**src/rtl/ptvm_pkg.sv**
```systemverilog
// ptvm_pkg: shared encodings for the paper-ticket vending datapath.
//   - state_e : ticket dispenser FSM state encoding
//   - coin_e  : coin codes shared with the upstream vend FSM
//   - max2    : helper for sizing timers from two cycle counts
package ptvm_pkg;

  typedef enum logic [1:0] {
    IDLE       = 2'd0,
    DRIVE      = 2'd1,
    WAIT_SENSE = 2'd2,
    FAULT      = 2'd3
  } state_e;

  typedef enum logic [1:0] {
    COIN_NONE = 2'b00,
    COIN_5    = 2'b01,
    COIN_10   = 2'b10
  } coin_e;

  function automatic int unsigned max2(input int unsigned a, input int unsigned b);
    return (a > b) ? a : b;
  endfunction

endpackage

```
**src/rtl/ptvm_sync_edge.sv**
```systemverilog
// ptvm_sync_edge: 2-flop synchroniser followed by a registered rising-edge
// detector for asynchronous pad inputs.
// Ports:
//   clk  - system clock
//   rst  - synchronous active-high reset
//   din  - asynchronous level input
//   rise - one-cycle pulse, high 3 clocks after din rises
module ptvm_sync_edge (
  input  logic clk,
  input  logic rst,
  input  logic din,
  output logic rise
);

  logic s1, s2, s3;

  always_ff @(posedge clk) begin
    if (rst) begin
      s1   <= 1'b0;
      s2   <= 1'b0;
      s3   <= 1'b0;
      rise <= 1'b0;
    end else begin
      s1   <= din;
      s2   <= s1;
      s3   <= s2;
      rise <= s2 & ~s3;
    end
  end

endmodule

```
**src/rtl/ptvm_ticket_dispenser.sv**
```systemverilog
// ptvm_ticket_dispenser: turns each vend request from the vending FSM into a
// timed motor pulse, confirms the ticket drop through an optical sensor,
// queues back-to-back requests, counts issued tickets and latches a fault on
// a missing ticket.
// Ports:
//   clk           - system clock
//   rst           - synchronous active-high reset
//   vend_i        - vend level, rising edge = one request (synchronous)
//   sense_i       - ticket-drop sensor, asynchronous, rising edge = one ticket
//   clear_fault_i - one-cycle fault clear (pad-synchronised if CLEAR_FROM_PAD)
//   motor_o       - dispenser motor drive
//   busy_o        - state is not IDLE
//   fault_o       - state is FAULT
//   overflow_o    - sticky, a request was lost on a full queue
//   pending_o     - queued requests not yet dispensed
//   issued_o      - confirmed tickets, wraps
module ptvm_ticket_dispenser
  import ptvm_pkg::*;
#(
  parameter int unsigned PULSE_CYCLES   = 1000,
  parameter int unsigned TIMEOUT_CYCLES = 50000,
  parameter int unsigned QUEUE_DEPTH    = 4,
  parameter int unsigned CNT_W          = 16,
  parameter bit          CLEAR_FROM_PAD = 1'b0
) (
  input  logic             clk,
  input  logic             rst,
  input  logic             vend_i,
  input  logic             sense_i,
  input  logic             clear_fault_i,
  output logic             motor_o,
  output logic             busy_o,
  output logic             fault_o,
  output logic             overflow_o,
  output logic [2:0]       pending_o,
  output logic [CNT_W-1:0] issued_o
);

  localparam int unsigned TMR_W = $clog2(max2(PULSE_CYCLES, TIMEOUT_CYCLES) + 1);
  localparam logic [TMR_W-1:0] PULSE_LOAD   = TMR_W'(PULSE_CYCLES - 1);
  localparam logic [TMR_W-1:0] TIMEOUT_LOAD = TMR_W'(TIMEOUT_CYCLES - 1);
  localparam logic [3:0]       DEPTH4       = 4'(QUEUE_DEPTH);

  state_e           state, state_next;
  logic             prev_vend;
  logic             request, dequeue, requeue, confirm;
  logic             sense_edge, clear_pulse;
  logic [TMR_W-1:0] timer;
  logic [2:0]       pending;
  logic [3:0]       pend_sum;
  logic             lost;
  logic             got_sense;
  logic             overflow;
  logic [CNT_W-1:0] issued;
  logic             motor;

  // ---- input conditioning ----
  ptvm_sync_edge u_sense_sync (
    .clk  (clk),
    .rst  (rst),
    .din  (sense_i),
    .rise (sense_edge)
  );

  generate
    if (CLEAR_FROM_PAD) begin : g_clear_pad
      ptvm_sync_edge u_clear_sync (
        .clk  (clk),
        .rst  (rst),
        .din  (clear_fault_i),
        .rise (clear_pulse)
      );
    end else begin : g_clear_direct
      assign clear_pulse = clear_fault_i;
    end
  endgenerate

  always_ff @(posedge clk) begin
    if (rst) prev_vend <= 1'b0;
    else     prev_vend <= vend_i;
  end

  assign request = vend_i & ~prev_vend;
  assign dequeue = (state == IDLE) && (pending != 3'd0);
  assign confirm = (state == WAIT_SENSE) && (got_sense || sense_edge);
  // the failed request goes back in the queue on the way into FAULT
  assign requeue = (state == WAIT_SENSE) && (state_next == FAULT);

  // ---- FSM: state register ----
  always_ff @(posedge clk) begin
    if (rst) state <= IDLE;
    else     state <= state_next;
  end

  // ---- FSM: next state ----
  always_comb begin
    state_next = state;
    unique case (state)
      IDLE:       if (pending != 3'd0) state_next = DRIVE;
      DRIVE:      if (timer == '0) state_next = WAIT_SENSE;
      // a sense edge on the timeout cycle still counts as a ticket
      WAIT_SENSE: if (got_sense || sense_edge) state_next = IDLE;
                  else if (timer == '0)        state_next = FAULT;
      FAULT:      if (clear_pulse) state_next = IDLE;
      default:    state_next = IDLE;
    endcase
  end

  // ---- FSM: outputs ----
  always_comb begin
    busy_o  = (state != IDLE);
    fault_o = (state == FAULT);
  end

  // registered so the motor line never glitches on state decode
  always_ff @(posedge clk) begin
    if (rst) motor <= 1'b0;
    else     motor <= (state_next == DRIVE);
  end

  // ---- shared drive / timeout timer ----
  always_ff @(posedge clk) begin
    if (rst) begin
      timer <= '0;
    end else begin
      unique case (state)
        IDLE:       if (dequeue) timer <= PULSE_LOAD;
        DRIVE:      timer <= (timer == '0) ? TIMEOUT_LOAD : timer - TMR_W'(1);
        WAIT_SENSE: if (timer != '0) timer <= timer - TMR_W'(1);
        default:    timer <= timer;
      endcase
    end
  end

  // a ticket can drop while the motor is still running; remember it
  always_ff @(posedge clk) begin
    if (rst)                                  got_sense <= 1'b0;
    else if (state == DRIVE && sense_edge)    got_sense <= 1'b1;
    else if (confirm)                         got_sense <= 1'b0;
  end

  // ---- request queue (a counter, requests carry no payload) ----
  // request and requeue can coincide in the cycle FAULT is entered;
  // dequeue only happens in IDLE so never overlaps requeue.
  always_comb begin
    pend_sum = {1'b0, pending} + 4'(request) + 4'(requeue) - 4'(dequeue);
    lost     = (pend_sum > DEPTH4);
  end

  always_ff @(posedge clk) begin
    if (rst)       pending <= 3'd0;
    else if (lost) pending <= 3'(QUEUE_DEPTH);
    else           pending <= pend_sum[2:0];
  end

  // setting wins over a clear arriving in the same cycle
  always_ff @(posedge clk) begin
    if (rst)              overflow <= 1'b0;
    else if (lost)        overflow <= 1'b1;
    else if (clear_pulse) overflow <= 1'b0;
  end

  always_ff @(posedge clk) begin
    if (rst)          issued <= '0;
    else if (confirm) issued <= issued + CNT_W'(1);
  end

  assign motor_o    = motor;
  assign overflow_o = overflow;
  assign pending_o  = pending;
  assign issued_o   = issued;

endmodule

```
**config.mk**
```make
export PLATFORM = sky130hd
export DESIGN_NAME = ptvm_ticket_dispenser
export DESIGN_NICKNAME = d
export VERILOG_FILES = /design/src/rtl/ptvm_pkg.sv /design/src/rtl/ptvm_sync_edge.sv /design/src/rtl/ptvm_ticket_dispenser.sv
export SDC_FILE = /design/constraint.sdc
export NUM_CORES = 1
export LEC_CHECK = 0
export BUFFER_PORTS_ARGS = -buffer_cell sky130_fd_sc_hd__buf_2
export CAP_MARGIN = 20
export CORE_ASPECT_RATIO = 1.5
export CORE_UTILIZATION = 52
export CTS_CLUSTER_SIZE = 40
export DETAILED_ROUTE_END_ITERATION = 12
export PLACE_DENSITY = 0.75
export SLEW_MARGIN = 10
export SYNTH_ARGS = -nofsm -noshare
export SYNTH_HDL_FRONTEND = slang
export SYNTH_SLANG_ARGS = --single-unit
```
**constraint.sdc**
```tcl
create_clock -name clk -period 2.75 [get_ports clk]
set_input_delay 0.275 -clock clk [delete_from_list [all_inputs] [get_ports clk]]
set_output_delay 0.275 -clock clk [all_outputs]
set_load 0.005 [all_outputs]
```
; Word level (Yosys, flattened, before mapping)
; Cells that the tools add are included.
[op_classes]
n_addsub = 5
order_cmp = 1
n_eq_ne = 7
muxes = 15
bitwise = 4
n_reduce_logical = 15
[op_table]
columns = cell, n
row1 = $mux W16, 3
row2 = $pmux W16 S3, 1
row3 = $add A16 B1 Y16 const B, 1
row4 = $logic_not A16 Y1, 1
row5 = $reduce_bool A16 Y1, 1
row6 = $sub A16 B1 Y16 const B, 1
row7 = $mux W2, 5
row8 = $pmux W2 S4, 1
row9 = $eq A2 B2 Y1 const B, 3
row10 = $reduce_bool A2 Y1, 3
row11 = $reduce_bool A3 Y1, 2
row12 = $add A3 B1 Y4, 1
row13 = $add A4 B1 Y4, 1
row14 = $eq A2 B1 Y1 const B, 2
row15 = $gt A4 B3 Y1 const B, 1
row16 = $logic_and A1 B1 Y1, 4
row17 = $mux W1, 4
row18 = $sub A4 B1 Y4, 1
row19 = $mux W3, 1
row20 = $reduce_and A3 Y1, 1
row21 = $and A1 B1 Y1, 2
row22 = $logic_not A2 Y1, 1
row23 = $ne A2 B1 Y1 const B, 1
row24 = $ne A2 B2 Y1 const B, 1
row25 = 3 further kinds, 4
[word_totals]
register_bits = 45
in_bits = 5
output_inout_bits = 23
elab_cells = 60

; Longest topological paths before layout
; Gate-level depths: netlist (run 1).
[logic_depth]
ltp_word = 10
depth_mapped = 13
depth_no_buf = 13

; Hierarchy
; A second synthesis (run 1) with hierarchy kept.
[hier_totals]
hier_cells = 290
hier_area_um2 = 2417.3
[modules_own_cells]
columns = mod, instances, cells_per_inst, area_each_um2
row1 = ptvm_ticket_dispenser, 1, 282, 2306.0
row2 = ptvm_sync_edge, 1, 8, 111.4

; Least setup slack after synthesis (run 1)
; No wires, ideal clock.
[synth_path]
path_type = register -> register
from = register timer[0]
to = register pending[1] (netlist: pending_o[1])
setup_time_ns = 0.116
t_arrival_ns = 2.711
setup_slack_ns = -0.077
stages_incl_launch_ff = 14
path_buffers = 0
period_less_slack_ns = 2.827
cell_sequence = dfxtp_1 inv_1 ha_1 nor4b_2 nand4_1 and3_1 or3_1 nand3b_1 fa_1 inv_1 fa_1 xor2_1 inv_1 and4_1
[synth_between]
elab_chain_len = 10
elab_cells_between_ends = 11
[synth_rtl]
columns = element, line
row1 = "start, declared", ptvm_ticket_dispenser.sv:48  ; logic [TMR_W-1:0] timer;
row2 = "start signal, assigned", ptvm_ticket_dispenser.sv:128  ; DRIVE: timer <= (timer == '0) ? TIMEOUT_LOAD : timer - TMR_W'(1);
row3 = "start signal, assigned", ptvm_ticket_dispenser.sv:129  ; WAIT_SENSE: if (timer != '0) timer <= timer - TMR_W'(1);
row4 = "start signal, assigned", ptvm_ticket_dispenser.sv:130  ; default: timer <= timer;
row5 = $logic_not A16 Y1 (*), "ptvm_ticket_dispenser.sv:100, ptvm_ticket_dispenser.sv:103"
row6 = $mux W2, ptvm_ticket_dispenser.sv:103  ; else if (timer == '0) state_next = FAULT;
row7 = $mux W2, ptvm_ticket_dispenser.sv:102  ; WAIT_SENSE: if (got_sense || sense_edge) state_next = IDLE;
row8 = $pmux W2 S4 (*), ptvm_ticket_dispenser.sv:98  ; unique case (state)
row9 = $eq A2 B2 Y1 (*), ptvm_ticket_dispenser.sv:87  ; assign requeue = (state == WAIT_SENSE) && (state_next == FAULT);
row10 = $logic_and A1 B1 Y1 (*), ptvm_ticket_dispenser.sv:87
row11 = $add A4 B1 Y4 (*), ptvm_ticket_dispenser.sv:146  ; pend_sum = {1'b0, pending} + 4'(request) + 4'(requeue) - 4'(dequeue);
row12 = $sub A4 B1 Y4 (*), ptvm_ticket_dispenser.sv:146
row13 = $gt A4 B3 Y1, ptvm_ticket_dispenser.sv:147  ; lost = (pend_sum > DEPTH4);
row14 = $reduce_or A2 Y1 (no source line), --
row15 = "end signal, assigned", ptvm_ticket_dispenser.sv:152  ; else if (lost) pending <= 3'(QUEUE_DEPTH);
row16 = "end signal, assigned", ptvm_ticket_dispenser.sv:153  ; else pending <= pend_sum[2:0];
row17 = "end, declared", ptvm_ticket_dispenser.sv:49  ; logic [2:0] pending;
; Mark *: on every way between the ends. The rest lies on a longest branch, timed or not.
; A chain may end at the register's enable or synchronous reset.

; Final worst setup path (run 1)
[layout_path]
from = register timer[7]
to = register pending[1] (netlist: pending_o[1])
; Same word-level chain as after synthesis.

==> results of run 1 <==
==> flip-flops by register name, summed over array words and instances, names as in the netlist <==
register / cells
u_sense_sync.rise: 1
pending_o: 3
motor_o: 1
overflow_o: 1
u_sense_sync.s3: 1
prev_vend: 1
state: 2
issued_o: 16
timer: 16
got_sense: 1
u_sense_sync.s2: 1
u_sense_sync.s1: 1
==> cells by family (layout without fill, tap and decap cells) <==
group / Yosys count / in the layout / share of synthesized area
compound gates: 63 / 63 / 0.188
xor+xnor: 15 / 15 / 0.0546
fa+ha+maj: 13 / 13 / 0.0738
buf+inv: 23 / 80 / 0.0369
flops: 45 / 45 / 0.374
mux: 1 / 1 / 0.00416
simple gates: 115 / 115 / 0.268
==> final cells by class <==
class | count | area [sq um] | area share
sequential | 45 | 903 | 0.301
clock buffer | 5 | 68.8 | 0.0229
inverter | 15 | 56.3 | 0.0188
tap | 46 | 57.6 | 0.0192
multi-input combinational | 207 | 1500 | 0.501
clock inverter | 3 | 46.3 | 0.0154
timing repair buffer | 57 | 364 | 0.121
==> placed cells by master, fill, tap and decap left out, types with 6 or more instances in the layout <==
| cell | count |
|---|---|
| xnor2_1 | 7 |
| o31ai_1 | 7 |
| nor3_1 | 14 |
| inv_1 | 12 |
| ha_1 | 9 |
| buf_4 | 29 |
| nand4_1 | 7 |
| or3_1 | 6 |
| nand3_1 | 8 |
| buf_2 | 27 |
| dfxtp_1 | 43 |
| o21ai_0 | 12 |
| nor2_1 | 27 |
| xor2_1 | 6 |
| nand2_1 | 15 |
| a21oi_1 | 7 |
==> power by group through the flow <==
stage          Clock (uW)  Sequential, uW  Combinational, uW
6_report              503             841               1630
3_5_place_dp            0             851               1360
3_3_place_gp            0             849               1330
5_1_grt               544             855               1770
4_1_cts               513             843               1510
2_1_floorplan           0             873                921
==> critical path: cells and delay by family, from the launching register on <==
family | cells | cell delay (ns)
and+or+nand+nor | 6 | 1.44
adders and majority gates | 2 | 0.56
DFF | 1 | 0.34
xor gates and xnor gates | 1 | 0.20
buffers and inverters | 2 | 0.13
==> routing by layer <==
layer | GRT usage | vias up | wire, um
met5 | 0 | - | 0
met4 | 0.149 | 0 | 189
met3 | 0.0442 | 17 | 224
met2 | 0.426 | 66 | 3020
met1 | 0.287 | 1112 | 2340
li1 | - | 1124 | -
==> what timing repair did <==
action,in CTS,in global routing
setup buffers,7,1
endpoints found under the setup margin,3,4
resized for setup,15,8
hold buffers,0,0
pin swaps,6,5
gates cloned,0,0
==> path summary, 6_finish.rpt <==
| kind | from | end | slack [ns] |
|---|---|---|---|
| max reg2reg | timer[7] | pending_o[1] | -0.03 |
| min | sense_i | u_sense_sync.s1 | 0.18 |
| max | timer[7] | pending_o[1] | -0.03 |
| min reg2reg | u_sense_sync.s3 | u_sense_sync.rise | 0.40 |
==> per-stage QoR <==
step	setup TNS [ns]	instances	utilization
5_1_grt	-0.382	378	0.695
3_5_place_dp	-0.490	362	0.635
6_report	-0.0269	378	0.695
3_3_place_gp	-0.0311	362	0.635
4_1_cts	-0.0225	377	0.684
2_1_floorplan	0	275	-
==> metrics.md, run 1 <==
| Metric | Value |
|---|---|
| Initial Util | 0.557 |
| Routed vias/inst | 6.13 |
| Die Ht | around 85 um |
| Combinational power share | 0.548 |
| Net count of the mapped netlist | 293 |
| Worst slack, placed | -0.228 ns |
| Final Cycle Share | 1.01 |
| CORE AREA | 0.00432 sq mm |
| Synthesized area per cell | slightly below 9 sq um |
| Final GP Congestion | about 0.9 |
| Total GRT Usage | 0.251 |
| 1st-iter DRT viols | 134 |
| Critical path cell sequence | nor4_4 -> nand4_1 -> and3_4 -> or3_1 -> nand3b_1 -> fa_2 -> inv_2 -> fa_2 -> xor2_2 -> inv_1 -> and4_1 |
| Commonest cells post-synth | dfxtp_1 (45), nor2_1 (27), inv_1 (15), nand2_1 (15), nor3_1 (15) |
| Crit start category | register |
| Initial antenna violation count | 0 |
| Final WL | 5780 um |
| Global-route wire length before repair | approximately 9600 um |
| Synthesized area | roughly 0.0024 sq mm |
| Worst slew margin | 0.660 |
| Cell accounting for the most synthesized area | dfxtp_1 |
| Clk slew on worst S/H paths | about 0.090 ns |
| Port Buf Inserts | 27 |
| Clk_lat worst skew | around 0.30 ns |
| Final setup viols | 1 |
| Number of global-route vias before repair | approximately 2.2k |
| DRC violations left | 3 |
| Internal power | about 1800 uW |
| Post-Layout Inst Area | approximately 0.003 sq mm |
| Final hold violation count | 0 |
| PwrDens | 991 mW/mm^2 |
| Critical Path End Type | register |
| Wire length per cell | about 15 um |
| Minimum clock period | approximately 2.8 ns |
| Total grt overflow | 0 |
| Post-route ant nets | 0 |
| Delay of the slowest critical-path stage | between 0.3 and 0.4 ns |
| Ys async rst share | 0 |
| Max FO, Critical Path | 3 |
| Final clock skew | approximately 0.0052 ns |
| DP Wirelength | slightly below 4000 um |
| Sw power | ~1200 uW |
| Synth warn | 0 |
| Top_reg_cell synth | dfxtp_1 |
| Top cell type's share of synthesized area | 0.374 |
| Diodes inserted | 0 |
| Final-stage net count | roughly 350 |
| Worst VDD drop | between 600 and 700 uV |
| CTS buffer count | 5 |
| Number of cell rows | 29 |
| Reg2Reg Depth | 11 |
| Synth cell types | 54 |
| Io pins | 28 |
| Detailed Routing Iterations Pass 1 | 8 |
| Sequential fraction of design power | 0.283 |
| Via count | approximately 2.3k |
| Cell with the most instances after synthesis | dfxtp_1 |
| DP Area | 0.00274 sq mm |
| Synth Instances | between 200 and 300 |
| Part of the power in the clock network | 0.169 |
| Worst Max-Slew Pin Slew | approximately 0.51 ns |
| FMAX | around 360 MHz |
| Share of cells above drive strength 1 | 0.289 |
| Clock sink total | 45 |
| Crit-path slowest cell | nor4_4 |
| Largest net degree at the start of global routing | 38 |
| WHS Path Cells | 2 |
| H-tree levels | 2 |
| Arrival time worst endpoint | 2.97 ns |
| Die X | roughly 58 um |
| Leakage | between 0.001 and 0.0015 uW |
| DIE AREA | 0.00491 sq mm |
| Synth top area cells | dfxtp_1 (37%), ha_1 (5.7%), nor2_1 (4.2%) |
| Cell mode on critical path | fa_2 |
| Fillers | ~340 |
| RSZ-0062 raised after global routing | yes |
| Status | finished, violations left |
| Longest Clk Path Bufs | 2 |
| Yosys reg bits | 45 |
| CTS tree | yes |
| Root Buffer | clkbuf_8 |
| Number of synthesized flops with an enable pin | 0 |
| Layout Area Growth over Synthesis | 24.7% |
| Max_cap viols | 0 |
| Tot Pwr | between 2000 and 3000 uW |
| Switching share of total power | 0.404 |
| CP Class | reg -> reg |
| Register area share after synthesis | 0.374 |
| Worst EP required | 2.94 ns |
| Failing checks | design-rule violations, negative setup slack |
| HP Class | in -> reg |
| Setup slack after layout | -0.0269 ns |
| Hold slack | ~0.18 ns |
| Slew Limit Fails | 0 |
(Power assumes the default switching activity.)
==> run 2, diff against run 1 <==
--- a/config.mk
+++ b/config.mk
@@ -7,7 +7,7 @@
 export LEC_CHECK = 0
 export BUFFER_PORTS_ARGS = -buffer_cell sky130_fd_sc_hd__buf_2
 export CAP_MARGIN = 20
-export CORE_ASPECT_RATIO = 1.5
+export CORE_ASPECT_RATIO = 1.25
 export CORE_UTILIZATION = 52
 export CTS_CLUSTER_SIZE = 40
 export DETAILED_ROUTE_END_ITERATION = 12
==> run 2 against run 1 <==
  * The flow now finishes without violations
  * Worst hold slack better by 0.0012 ns
  * Utilization fell by 3.0 points
  * Setup slack improved by 0.045 ns
  * Register-to-register slack gained 0.05 ns
  * Non-clock buffer count shrank 3
  * Largest cell class unchanged
  * Largest power group unchanged
  * Highest routed layer unchanged
==> metrics.md, run 2 (synthesis results as in run 1) <==
| Metric | Value |
|---|---|
| Post-route ant nets | 0 (unchanged) |
| R2r setup slk | 0.02 ns (was -0.03 ns) |
| DIE AREA | 0.00490 sq mm (was 0.00491 sq mm) |
| DP Cell Count | 375 (was 362) |
| Diodes inserted | 0 (unchanged) |
| DP Area | 0.00276 sq mm (was 0.00274 sq mm) |
| Final Cycle Share | 0.993 (was 1.01) |
| Final-stage net count | 346 (was 349) |
| Worst slew margin | 0.653 (was 0.660) |
| CORE AREA | 0.00443 sq mm (was 0.00432 sq mm) |
| Initial Util | 0.544 (was 0.557) |
| Die X | 62.8 um (was 57.5 um) |
| Max FO, Critical Path | 4 (was 3) |
| Longest Clk Path Bufs | 2 (unchanged) |
| CP Class | reg -> reg (unchanged) |
| Fillers | 375 (was 335) |
| Wire length per cell | 14.5 um (was 15.3 um) |
| Io pins | 28 (unchanged) |
| 1st-iter DRT viols | 163 (was 134) |
| Clk slew on worst S/H paths | 0.09 ns (about the same) |
| Critical Path End Type | register (unchanged) |
| Port Buf Inserts | 27 (unchanged) |
| Detailed Routing Iterations Pass 1 | 4 (was 8) |
| Crit start category | register (unchanged) |
| Share of cells above drive strength 1 | 0.264 (was 0.289) |
| Final hold violation count | 0 (unchanged) |
| Worst VDD drop | 635 uV (was 677 uV) |
| Clock sink total | 45 (unchanged) |
| Global-route wire length before repair | 9380 um (was 9580 um) |
| Leakage | 0.00120 uW (was 0.00123 uW) |
| DRC violations left | 0 (was 3) |
| Total GRT Usage | 0.240 (was 0.251) |
| Arrival time worst endpoint | 2.93 ns (was 2.97 ns) |
| FF/Latch Area | 903 sq um (unchanged) |
| FMAX | 366 MHz (was 360 MHz) |
| Die Ht | 78.1 um (was 85.3 um) |
| Worst Max-Slew Pin Slew | 0.519 ns (was 0.509 ns) |
| H-tree levels | 2 (unchanged) |
| Minimum clock period | 2.73 ns (was 2.78 ns) |
| CTS buffer count | 5 (unchanged) |
| Layout Area Growth over Synthesis | 22.4% (was 24.7%) |
| Root Buffer | clkbuf_8 (unchanged) |
| Total grt overflow | 0 (unchanged) |
| Worst EP required | 2.95 ns (was 2.94 ns) |
| Status | finished clean (was finished, violations left) |
| Final WL | 5620 um (was 5780 um) |
| Largest net degree at the start of global routing | 38 (unchanged) |
| Number of cell rows | 27 (was 29) |
| Final setup viols | 0 (was 1) |
| Routed vias/inst | 5.76 (was 6.13) |
| PwrDens | 967 mW/mm^2 (was 991 mW/mm^2) |
| Clk_lat worst skew | 0.30 ns (about the same) |
| Initial antenna violation count | 0 (unchanged) |
| Most common cell after layout, fill and taps aside | dfxtp_1 (unchanged) |
| Via count | 2228 (was 2319) |
| HP Class | in -> reg (unchanged) |
| Finished Layout Cells | 387 (was 378) |
| Worst slack, placed | -0.147 ns (was -0.228 ns) |
| Final GP Congestion | 0.875 (was 0.919) |
| CTS tree | yes (unchanged) |
| Multi-input logic area | 0.00146 sq mm (was 0.00150 sq mm) |
| Commonest cells after routing, fill and taps aside | dfxtp_1 (43), nor2_1 (27), buf_2 (27), buf_4 (27), nand2_1 (15) (was dfxtp_1 (43), buf_4 (29), nor2_1 (27), buf_2 (27), nand2_1 (15)) |
| Number of global-route vias before repair | 2064 (was 2190) |
| Setup slack after layout | 0.0182 ns (was -0.0269 ns) |
| Slew Limit Fails | 0 (unchanged) |
| Max_cap viols | 0 (unchanged) |
| Post-Layout Inst Area | 0.00294 sq mm (was 0.00300 sq mm) |
| Final clock skew | 0.00963 ns (was 0.00522 ns) |
| DP Wirelength | 4040 um (was 3910 um) |
| RSZ-0062 raised after global routing | yes (unchanged) |
==> run 2: area by class of cell <==
type,instances,area share
clock inverter,3,0.0157
tap,58,0.0246
inverter,15,0.0191
clock buffer,5,0.0234
sequential,45,0.307
timing repair buffer,54,0.115
multi-input combinational,207,0.496
==> run 2: where the power goes <==
group	total, uW	switching [uW]	leakage, uW	internal, uW
registers	849	92.2	0.000367	757
clock network	505	234	0.0000543	272
logic	1490	810	0.000779	683
==> run 2: path summary, 6_finish.rpt <==
check / startpoint / end / cells after the start
max: timer[1] / pending_o[1] / 13
min: sense_i / u_sense_sync.s1 / 2
max reg2reg: timer[1] / pending_o[1] / 13
min reg2reg: u_sense_sync.s3 / u_sense_sync.rise / 1
==> run 2: critical path, stage by stage, from the launching register on <==
cell and delay [ns]:
dfxtp_2 0.33, inv_2 0.07, ha_4 0.13, nor4b_4 0.19, nand4_1 0.23, and3_1 0.25
or3_1 0.30, nand3b_1 0.11, fa_2 0.20, inv_2 0.05, fa_2 0.34, xor2_2 0.20
inv_1 0.07, and4_1 0.15
==> run 2: timing repair <==
action / in CTS / in global routing
setup endpoints to repair: 4 / 4
buffers inserted: 3 / 1
hold buffers: 0 / 0
gates resized for setup: 12 / 1
pin swaps: 10 / 8
==> run 2: metrics by stage <==
step	utilization	hold slack, ns	total power (uW)	TNS (ns)
finish	0.665	0.185	2850	0
detailed placement	0.624	0.380	2220	-0.251
CTS	0.663	0.180	2820	-0.0788
global route	0.665	0.206	3040	-0.477
floorplan	-	0.367	1790	0
global placement	0.624	0.378	2190	0
==> run 2: layer usage <==
layer,GRT usage,wire (um)
met1,0.275,2410
met2,0.451,2850
met3,0.0320,304
met4,0.0837,63
met5,0,0
==> run 3, diff against run 2 <==
--- a/config.mk
+++ b/config.mk
@@ -15,4 +15,5 @@
 export SLEW_MARGIN = 10
 export SYNTH_ARGS = -nofsm -noshare
 export SYNTH_HDL_FRONTEND = slang
+export SYNTH_HIERARCHICAL = 1
 export SYNTH_SLANG_ARGS = --single-unit
==> run 3 against run 2 <==
  * The run now ends with negative setup slack left
  * Routed wire length rose by 3.7%
  * First-iteration DRC count rose by 25%
  * Final area increased by 1.7%
  * Critical endpoint unchanged
  * Largest power group unchanged
==> metrics.md, run 3 <==
| Metric | Value |
|---|---|
| Critical Path End Type | register (unchanged) |
| Post-route ant nets | 0 (unchanged) |
| Final setup viols | 4 (was 0) |
| DP Area | 0.00282 sq mm (was 0.00276 sq mm) |
| Die X | 63.0 um (was 62.8 um) |
| 1st-iter DRT viols | 203 (was 163) |
| RSZ-0062 raised after global routing | yes (unchanged) |
| Failing checks | negative setup slack |
| Diodes inserted | 0 (unchanged) |
| Cell accounting for the most synthesized area | dfxtp_1 (unchanged) |
| Slew Limit Fails | 0 (unchanged) |
| Final clock skew | 0.00347 ns (was 0.00963 ns) |
| Initial Util | 0.546 (was 0.544) |
| Worst EP required | 2.95 ns (about the same) |
| Worst slew margin | 0.625 (was 0.653) |
| Max FO, Critical Path | 4 (unchanged) |
| Worst VDD drop | 483 uV (was 635 uV) |
| Crit start category | register (unchanged) |
| Worst Max-Slew Pin Slew | 0.557 ns (was 0.519 ns) |
| HP Class | in -> reg (unchanged) |
| Final Util | 0.677 (was 0.665) |
| Largest net degree at the start of global routing | 28 (was 38) |
| Io pins | 28 (unchanged) |
| Number of global-route vias before repair | 2225 (was 2064) |
| Global-route wire length before repair | 9460 um (was 9380 um) |
| Final GP Congestion | 0.874 (was 0.875) |
| CORE AREA | 0.00443 sq mm (unchanged) |
| Number of synthesized flops with an enable pin | 0 (unchanged) |
| PwrDens | 1090 mW/mm^2 (was 967 mW/mm^2) |
| Minimum clock period | 3.01 ns (was 2.73 ns) |
| CTS Hold Bufs | 0 (unchanged) |
| Synth Instances | 290 (was 275) |
| Final WL | 5830 um (was 5620 um) |
| Post-Layout Inst Area | 0.00299 sq mm (was 0.00294 sq mm) |
| Commonest cells post-synth | dfxtp_1 (45), nor2_1 (33), nand2_1 (18), o21ai_0 (18), inv_1 (17) (was dfxtp_1 (45), nor2_1 (27), inv_1 (15), nand2_1 (15), nor3_1 (15)) |
| Fillers | 350 (was 375) |
| CTS tree | yes (unchanged) |
| Total grt overflow | 0 (unchanged) |
| DP Wirelength | 4030 um (was 4040 um) |
| Layout Area Growth over Synthesis | 23.9% (was 22.4%) |
| Arrival time worst endpoint | 3.21 ns (was 2.93 ns) |
| CTS buffer count | 5 (unchanged) |
| Final hold violation count | 0 (unchanged) |
| Clk_lat worst skew | 0.30 ns (about the same) |
| DIE AREA | 0.00493 sq mm (was 0.00490 sq mm) |
| CP Class | reg -> reg (unchanged) |
| Net count of the mapped netlist | 308 (was 293) |
| Synth top area cells | dfxtp_1 (37%), ha_1 (5.7%), nor2_1 (5.1%) (was dfxtp_1 (37%), ha_1 (5.7%), nor2_1 (4.2%)) |
| Root Buffer | clkbuf_8 (unchanged) |
| Ys async rst share | 0 (unchanged) |
| Via count | 2406 (was 2228) |
| Hold Path Origin | sense_i (unchanged) |
| Max_cap viols | 0 (unchanged) |
| Setup slack after layout | -0.261 ns (was 0.0182 ns) |
| Status | finished, violations left (was finished clean) |
| Leakage | 0.00128 uW (was 0.00120 uW) |
| WHS Path Cells | 2 (unchanged) |
| Number of cell rows | 27 (unchanged) |
| FMAX | 332 MHz (was 366 MHz) |
| Port Buf Inserts | 27 (unchanged) |
| Most common cell after layout, fill and taps aside | dfxtp_1 (unchanged) |
| Clock sink total | 45 (unchanged) |
| Yosys reg bits | 45 (unchanged) |
| Total GRT Usage | 0.241 (was 0.240) |
| Longest Clk Path Bufs | 2 (unchanged) |
| Wire length per cell | 14.5 um (about the same) |
| Detailed Routing Iterations Pass 1 | 7 (was 4) |
| Clk slew on worst S/H paths | 0.09 ns (about the same) |
| R2r setup slk | -0.26 ns (was 0.02 ns) |
| Reg2Reg Depth | 11 (was 13) |
| Top cell type's share of synthesized area | 0.373 (was 0.374) |
| Initial antenna violation count | 0 (unchanged) |
| Register area share after synthesis | 0.373 (was 0.374) |
| Synthesized area | 0.00242 sq mm (was 0.00241 sq mm) |
| Reg-to-reg startpoint | timer[13] (was timer[1]) |
| Share of cells above drive strength 1 | 0.241 (was 0.264) |
| Synthesized area per cell | 8.34 sq um (was 8.75 sq um) |
| Top_reg_cell synth | dfxtp_1 (unchanged) |
| Die Ht | 78.2 um (was 78.1 um) |
| Synth warn | 6 (was 0) |
| Routed vias/inst | 5.99 (was 5.76) |
| Final-stage net count | 361 (was 346) |
| Worst Hold Path EP | u_sense_sync/s1 (was u_sense_sync.s1) |
| Worst slack, placed | -0.254 ns (was -0.147 ns) |
| Synth cell types | 50 (was 54) |
| Commonest cells after routing, fill and taps aside | dfxtp_1 (43), nor2_1 (33), buf_4 (29) (was dfxtp_1 (43), nor2_1 (27), buf_2 (27), buf_4 (27), nand2_1 (15)) |
| Cell with the most instances after synthesis | dfxtp_1 (unchanged) |
| H-tree levels | 2 (unchanged) |
| Final Cycle Share | 1.09 (was 0.993) |
| DRC violations left | 0 (unchanged) |
| Reg-to-reg endpoint | pending_o[1] (unchanged) |
| Total Neg Setup Slack | -0.732 ns (was 0 ns) |
run 3: cell types whose count changed after synthesis, moves of 4 or more:
cell     change
o21ai_0      +4
nor2_1       +6
o22ai_1      +4
o31ai_1      -6
a21oi_1      +6
or4_1        +4
nor4_1       +5
run 3: worst max-delay path by stage:
| stage | startpoint | end |
|---|---|---|
| floorplan | timer[11] | overflow_o |
| global placement | timer[13] | overflow_o |
| detailed placement | timer[13] | overflow_o |
| CTS | timer[13] | overflow_o |
| global route | timer[13] | pending_o[1] |
| finish | timer[13] | pending_o[1] |
run 3: what timing repair did:
item	in CTS	in global routing
resized for setup	3	3
pin swaps	1	7
cloned	0	0
setup endpoints to repair	4	4
buffers inserted	1	1
run 3: cells by family after synthesis:
kind of cell               count (synthesis)  share of synthesized area
and+or+nand+nor                          125                      0.280
AOI/OAI and AO/OA                         64                      0.172
DFF                                       45                      0.373
buffers and inverters                     27                     0.0435
xor gates and xnor gates                  15                     0.0543
adders and majority gates                 13                     0.0735
muxes                                      1                    0.00414
run 3: stage by stage:
stage | hold slack (ns) | instances | total power, uW
after CTS | 0.179 | 401 | 3170
final | 0.179 | 402 | 3250
after global placement | 0.399 | 392 | 2490
after detailed placement | 0.402 | 392 | 2510
after global routing | 0.217 | 402 | 3460
after floorplan | 0.346 | 290 | 2000
run 3: power breakdown:
group | total, uW | internal, uW | switching, uW
registers | 840 | 761 | 79.2
clock network | 611 | 366 | 245
logic | 1800 | 794 | 1010
run 3: area by class of cell:
class	count	area, sq um	share of cell area
tap	58	72.6	0.0242
multi-input combinational	218	1460	0.489
timing repair buffer	56	353	0.118
inverter	17	63.8	0.0213
clock inverter	3	68.8	0.0230
clock buffer	5	68.8	0.0230
sequential	45	903	0.302
run 3: worst max-delay path: stages, from the launching register on:
cell and delay [ns]:
dfxtp_2 0.33, or4_4 0.54, or3_4 0.38, o221a_1 0.25, nor3_2 0.16, nand3b_1 0.16, fa_2 0.20, inv_2 0.04
fa_2 0.34, xor2_2 0.21, inv_1 0.08, and4_1 0.21
run 3: routing by layer:
metal,track usage,part of all wire
met1,0.279,0.43
met2,0.401,0.48
met3,0.0436,0.055
met4,0.163,0.037
met5,0,0
